`src/rtl/fir_filter_mc.sv`:
```
// Multi-channel time-multiplexed FIR with one shared, pipelined MAC and round-half-up output scaling.
// Build option FIR_FILTER_MC_SATURATE_EN clamps the scaled result; otherwise it wraps to DATA_WIDTH.

module fir_filter_mc #(
    parameter int DATA_WIDTH = 24,
    parameter int COEF_WIDTH = 18,
    parameter int FIR_DEPTH  = 16,
    parameter int NUM_CH     = 2,
    parameter int OUT_SHIFT  = 17,
    localparam int unsigned CH_W  = (NUM_CH > 1) ? $clog2(NUM_CH) : 1,
    localparam int unsigned TAP_W = $clog2(FIR_DEPTH)
) (
    input  logic                         i_clk,
    input  logic                         i_rst,
    input  logic                         i_en,
    input  logic signed [DATA_WIDTH-1:0] iv_din,
    input  logic        [CH_W-1:0]       iv_din_ch,
    input  logic                         i_din_valid,
    output logic                         o_din_ready,
    input  logic signed [COEF_WIDTH-1:0] iv_coef,
    input  logic        [TAP_W-1:0]      iv_coef_addr,
    input  logic                         i_coef_we,
    output logic signed [DATA_WIDTH-1:0] ov_dout,
    output logic        [CH_W-1:0]       ov_dout_ch,
    output logic                         o_dout_valid,
    input  logic                         i_dout_ready
);

    localparam int unsigned ACC_WIDTH  = DATA_WIDTH + COEF_WIDTH + TAP_W;
    localparam int unsigned PROD_WIDTH = DATA_WIDTH + COEF_WIDTH;
    localparam int unsigned NUM_CH_U   = NUM_CH;
    localparam logic [TAP_W-1:0] LAST_TAP = TAP_W'(FIR_DEPTH - 1);
    localparam logic signed [ACC_WIDTH-1:0] RND = ACC_WIDTH'(1) <<< (OUT_SHIFT - 1);
`ifdef FIR_FILTER_MC_SATURATE_EN
    localparam logic signed [ACC_WIDTH-1:0] SAT_MAX =
        {{(ACC_WIDTH - DATA_WIDTH + 1){1'b0}}, {(DATA_WIDTH - 1){1'b1}}};
    localparam logic signed [ACC_WIDTH-1:0] SAT_MIN =
        {{(ACC_WIDTH - DATA_WIDTH + 1){1'b1}}, {(DATA_WIDTH - 1){1'b0}}};
`endif

    typedef enum logic [2:0] {S_IDLE, S_MAC, S_DRAIN, S_FIN, S_OUT} state_t;

    state_t                         state_q, state_d;
    logic        [CH_W-1:0]         ch_q, ch_d;
    logic        [TAP_W-1:0]        pos_q, pos_d;
    logic        [TAP_W-1:0]        k_q, k_d;
    logic signed [ACC_WIDTH-1:0]    acc_q, acc_d;
    logic signed [PROD_WIDTH-1:0]   prod_q, prod_d;
    logic                           pv_q, pv_d;
    logic signed [DATA_WIDTH-1:0]   dout_q, dout_d;
    logic        [CH_W-1:0]         dout_ch_q, dout_ch_d;
    logic                           dout_valid_q, dout_valid_d;
    logic signed [DATA_WIDTH-1:0]   x_q [NUM_CH][FIR_DEPTH];
    logic signed [DATA_WIDTH-1:0]   x_d [NUM_CH][FIR_DEPTH];
    logic signed [COEF_WIDTH-1:0]   coef_q [FIR_DEPTH];
    logic signed [COEF_WIDTH-1:0]   coef_d [FIR_DEPTH];
    logic        [TAP_W-1:0]        head_q [NUM_CH];
    logic        [TAP_W-1:0]        head_d [NUM_CH];

    logic                           in_range_c;
    logic signed [ACC_WIDTH-1:0]    sum_c;
    logic signed [ACC_WIDTH-1:0]    scaled_c;
    logic signed [DATA_WIDTH-1:0]   narrow_c;

    assign o_din_ready  = (state_q == S_IDLE) & i_en;
    assign ov_dout      = dout_q;
    assign ov_dout_ch   = dout_ch_q;
    assign o_dout_valid = dout_valid_q;

    assign in_range_c = 32'(iv_din_ch) < NUM_CH_U;

    // Round half up, arithmetic shift, then narrow to the output width.
    always_comb begin
        sum_c    = acc_q + RND;
        scaled_c = sum_c >>> OUT_SHIFT;
`ifdef FIR_FILTER_MC_SATURATE_EN
        if (scaled_c > SAT_MAX) begin
            narrow_c = SAT_MAX[DATA_WIDTH-1:0];
        end else if (scaled_c < SAT_MIN) begin
            narrow_c = SAT_MIN[DATA_WIDTH-1:0];
        end else begin
            narrow_c = scaled_c[DATA_WIDTH-1:0];
        end
`else
        narrow_c = scaled_c[DATA_WIDTH-1:0];
`endif
    end

    always_comb begin
        state_d      = state_q;
        ch_d         = ch_q;
        pos_d        = pos_q;
        k_d          = k_q;
        acc_d        = acc_q;
        prod_d       = prod_q;
        pv_d         = pv_q;
        dout_d       = dout_q;
        dout_ch_d    = dout_ch_q;
        dout_valid_d = dout_valid_q;
        x_d          = x_q;
        coef_d       = coef_q;
        head_d       = head_q;
        if (i_en) begin
            case (state_q)
                S_IDLE: begin
                    if (i_coef_we) begin
                        coef_d[iv_coef_addr] = iv_coef;
                    end
                    // Out-of-range channels are consumed without touching any history.
                    if (i_din_valid && in_range_c) begin
                        x_d[iv_din_ch][head_q[iv_din_ch]] = iv_din;
                        head_d[iv_din_ch] = (head_q[iv_din_ch] == LAST_TAP) ?
                                            '0 : head_q[iv_din_ch] + TAP_W'(1);
                        ch_d    = iv_din_ch;
                        pos_d   = head_q[iv_din_ch];
                        k_d     = '0;
                        acc_d   = '0;
                        pv_d    = 1'b0;
                        state_d = S_MAC;
                    end
                end
                S_MAC: begin
                    prod_d = PROD_WIDTH'(x_q[ch_q][pos_q]) * PROD_WIDTH'(coef_q[k_q]);
                    pv_d   = 1'b1;
                    if (pv_q) begin
                        acc_d = acc_q + ACC_WIDTH'(prod_q);
                    end
                    pos_d = (pos_q == '0) ? LAST_TAP : pos_q - TAP_W'(1);
                    k_d   = k_q + TAP_W'(1);
                    if (k_q == LAST_TAP) begin
                        state_d = S_DRAIN;
                    end
                end
                S_DRAIN: begin
                    acc_d   = acc_q + ACC_WIDTH'(prod_q);
                    pv_d    = 1'b0;
                    state_d = S_FIN;
                end
                S_FIN: begin
                    dout_d       = narrow_c;
                    dout_ch_d    = ch_q;
                    dout_valid_d = 1'b1;
                    state_d      = S_OUT;
                end
                S_OUT: begin
                    if (i_dout_ready) begin
                        dout_valid_d = 1'b0;
                        state_d      = S_IDLE;
                    end
                end
                default: state_d = S_IDLE;
            endcase
        end
    end

    always_ff @(posedge i_clk) begin
        if (i_rst) begin
            state_q      <= S_IDLE;
            ch_q         <= '0;
            pos_q        <= '0;
            k_q          <= '0;
            acc_q        <= '0;
            prod_q       <= '0;
            pv_q         <= 1'b0;
            dout_q       <= '0;
            dout_ch_q    <= '0;
            dout_valid_q <= 1'b0;
            x_q          <= '{default: '0};
            coef_q       <= '{default: '0};
            head_q       <= '{default: '0};
        end else begin
            state_q      <= state_d;
            ch_q         <= ch_d;
            pos_q        <= pos_d;
            k_q          <= k_d;
            acc_q        <= acc_d;
            prod_q       <= prod_d;
            pv_q         <= pv_d;
            dout_q       <= dout_d;
            dout_ch_q    <= dout_ch_d;
            dout_valid_q <= dout_valid_d;
            x_q          <= x_d;
            coef_q       <= coef_d;
            head_q       <= head_d;
        end
    end

endmodule

```
`config.mk`:
```
export PLATFORM = sky130hd
export DESIGN_NAME = fir_filter_mc
export DESIGN_NICKNAME = d
export VERILOG_FILES = /design/src/rtl/fir_filter_mc.sv
export SDC_FILE = /design/constraint.sdc
export NUM_CORES = 2
export LEC_CHECK = 0
export BUFFER_PORTS_ARGS = -buffer_cell sky130_fd_sc_hd__buf_2
export CAP_MARGIN = 20
export CORE_MARGIN = 3
export CORE_UTILIZATION = 50
export DETAILED_ROUTE_END_ITERATION = 12
export GPL_ROUTABILITY_DRIVEN = 0
export PLACE_DENSITY = 0.67
export SLEW_MARGIN = 20
export SYNTH_ARGS = -nofsm -noshare
export SYNTH_HDL_FRONTEND = slang
export SYNTH_SLANG_ARGS = --single-unit
```
`constraint.sdc`:
```
create_clock -name i_clk -period 9.4 [get_ports i_clk]
set_clock_uncertainty 0.05 [all_clocks]
set_input_delay 1.88 -clock i_clk [delete_from_list [all_inputs] [get_ports i_clk]]
set_output_delay 1.88 -clock i_clk [all_outputs]
set_load 0.1 [all_outputs]
```
==> impl_results.md <==
* CP Class: register to register
* Buf/Inv on CP at 6
* Final setup viols at 0
* DRT iter0 DRCs at between 6000 and 7000
* Critical Path End: prod_q[39]
* Syn Area/Cell at 8.55 um^2
* Reg area at 23700 um^2
* FP Rows at around 130
* Synth Area in Simple Gates at 0.185
* Largest family of logic cells by synthesized area: simple AND/OR/NAND/NOR gates
* Synth Area in Compound Gates at 0.114
* Reg-to-reg setup timing slack at approximately 0.58 ns
* Dominant synthesized flop cell: dfxtp_1
* Yosys reg bits at 1185
* Crit. End Element: register
* HP Class: register to register
* CP dominant cell by count: fa_1
* Synth area leaders: dfxtp_1 (35%), nand2_1 (14%), fa_1 (13%)
* P_leak at 26.2 nW
* Die W at 372 um
* Area share of fa/ha/maj cells after synthesis at 0.154
* Unrepaired setup endpoints after global routing: no
* WL final at 212 mm
* Post-Syn Nets at between 8000 and 9000
* Post-CTS Repair Setup Buffers at 0
* Area post-placement at a little under 70000 um^2
* Top delay family on crit path: adder cells
* DR vias/cell at a little under 6
* DP HPWL at 132 mm
* Layout cell share with drive strength beyond 1 at 0.110
* Filler cells at 11800
* Mapped cell area at about 67000 um^2
* First-pass GRT wire length at approximately 320 mm
* Worst slew pin tran at 1.37 ns
* GRT overflow at 0
* Power Density at 150 nW/um^2
* Slowest Stage Delay on Critical Path at 0.56 ns
* CTS Buf Count at between 100 and 150
* Hold Vio Cnt, Final at 0
* CTS clk-pin slew, worst paths at 0.06 ns
* Avg WL per Cell at 22.6 um
* Type of origin of the critical path: register
* Area occupied by multi-input gates at 39400 um^2
* I/O Buffers at 79
* # clock sinks at about 1200
* Met3 Use GR at 0.0708
* Final Instance Area at 72900 um^2
* Clk_lat worst skew at slightly above 0.8 ns
* Via count of the first global-routing pass at about 54000
* Ys async rst share at 0
* CP max FO at 22
* Core Region at roughly 130000 um^2
* CTS HTree Levels at 4
* Vias at 55500
* Critical Path AT at between 9 and 10 ns
* Post-synthesis sequential area ratio at 0.354
* Slew Viols, Final at 0
* Synth top area share at 0.354
* Largest net degree at the start of global routing at 236
* Routed Antenna Nets at 0
* Max Cap Viol at 0
* VDD IR max at 0.126 mV
* Initial antenna violation count at 24
* Synth area leader: dfxtp_1
* Reg-to-Reg End: prod_q[39]
* Post-cts sizing count at 0
* Final net count at 8156
* Initial core utilization at 0.506
* GRT Overall Usage at 0.305
* R2R cell count at 27
* Outcome: finished, final reports clean
* Die H at between 300 and 400 um
* Mux cell area share after synthesis at 0.117
* Hold buffer count at cts at 0
* Gr busiest metal: met2
* Slew margin rel. at 0.0865
* CTS Buffer Depth at 3
* Cell variety after synth at between 70 and 80
* Post-synthesis instance total at 7831
* DRT Pass-1 Iters at 6
* Worst r2r src: pos_q[0]
* Achievable frequency at around 110 MHz
* EDFF count, synth at 0
* Count leader, synth: nand2_1
* Area growth, synth to finish at 8.93%
* Worst hold slack at 0.401 ns
* CTS tree: built
* Worst Setup SP: pos_q[0]
* DRC at 0
* Post-synthesis xor/xnor area fraction at 0.0122
* CTS Root Buffer Type: clkbuf_16
* GR Layer Usage met1 at 0.411
* Fin Setup TNS at 0 ns
* Req. time, crit path at 10.06 ns
* Die area at 138000 um^2
* Top Ports at 80
* CP max-delay cell: dfxtp_4
* Final Cycle Share at 0.939
* Commonest cells post-synth: nand2_1 (2520), dfxtp_1 (1185), a21oi_1 (1171)
* Tmin final at 8.82 ns
* Stages on the worst setup path at 27
* GR Util met2 at 0.468
* Ys Warns at 0
## placed cells by master, fill, tap and decap left out, drive strengths merged, types with 12 or more instances in the layout
cell type  instances
nand2           2520
dfxtp           1185
a21oi           1171
inv              522
fa               420
mux4             324
nor2             194
clkbuf           183
buf              166
ha               150
and2             103
nand3             71
nor2b             68
o21ai             65
xor2              50
xnor2             43
clkinv            36
a211oi            32
a21o              30
mux2              28
mux2i             25
nand2b            24
a22oi             23
and3              23
nor3              23
o211ai            19
diode             16
a31oi             12
## worst min path at each step
| stage | start | to | slack (ns) | cells after the start |
|---|---|---|---|---|
| detailed placement | x_q[16] | x_q[16] | 0.39 | 2 |
| global route | coef_q[149] | coef_q[149] | 0.42 | 2 |
| floorplan | acc_q[14] | acc_q[14] | 0.38 | 2 |
| finish | coef_q[200] | coef_q[200] | 0.40 | 2 |
| global placement | coef_q[152] | coef_q[152] | 0.39 | 2 |
| CTS | x_q[16] | x_q[16] | 0.40 | 2 |
## registers in the layout, indices dropped and copies added, names as in the netlist, 3 cells and up
signal	flops
coef_q	288
prod_q	41
x_q	768
ov_dout	24
k_q	4
state_q	3
head_q	8
pos_q	4
acc_q	41
## tightest hold or removal path, cell delays in order, from the launching register on
cell	delay, ns
dfxtp_1	0.30
nand2_1	0.05
a21oi_1	0.05
## layer usage
layer  part of all wire  up-vias  wire (um)
met2               0.45     2894      94600
met1               0.40    27000      85000
li1                   -    25000          -
met5            0.00031        -         66
met3               0.11      573      23100
met4              0.045       10       9590
## power by group
group	internal (mW)	total [mW]	leakage [nW]	switching (mW)
Combinational	0.187	0.685	14.5	0.498
Clock	2.98	5.19	2.14	2.21
Sequential	5.05	5.09	9.55	0.0365
## per-stage QoR
stage	total power, mW	worst slack [ns]	instances	utilization
final	11.0	0.578	9404	0.551
after global routing	11.2	0.178	9400	0.551
after CTS	11.0	0.549	9388	0.551
after detailed placement	5.87	0.553	9156	0.518
after global placement	5.86	0.673	9154	0.518
after floorplan	5.64	1.26	7831	-
## cells by family after synthesis
family          after synthesis
simple gates               3076
compound gates             1418
flops                      1185
buf+inv                    1112
fa+ha+maj                   570
mux                         377
xor+xnor                     93
## cell type report
| cell class | count | share of cell area |
|---|---|---|
| clock inverter | 49 | 0.00786 |
| multi-input combinational | 5534 | 0.541 |
| clock buffer | 183 | 0.0515 |
| antenna | 16 | 0.000549 |
| inverter | 516 | 0.0266 |
| sequential | 1185 | 0.326 |
| tap | 1755 | 0.0301 |
| timing repair buffer | 166 | 0.0172 |
No activity file was read; power rests on OpenSTA's default activity.
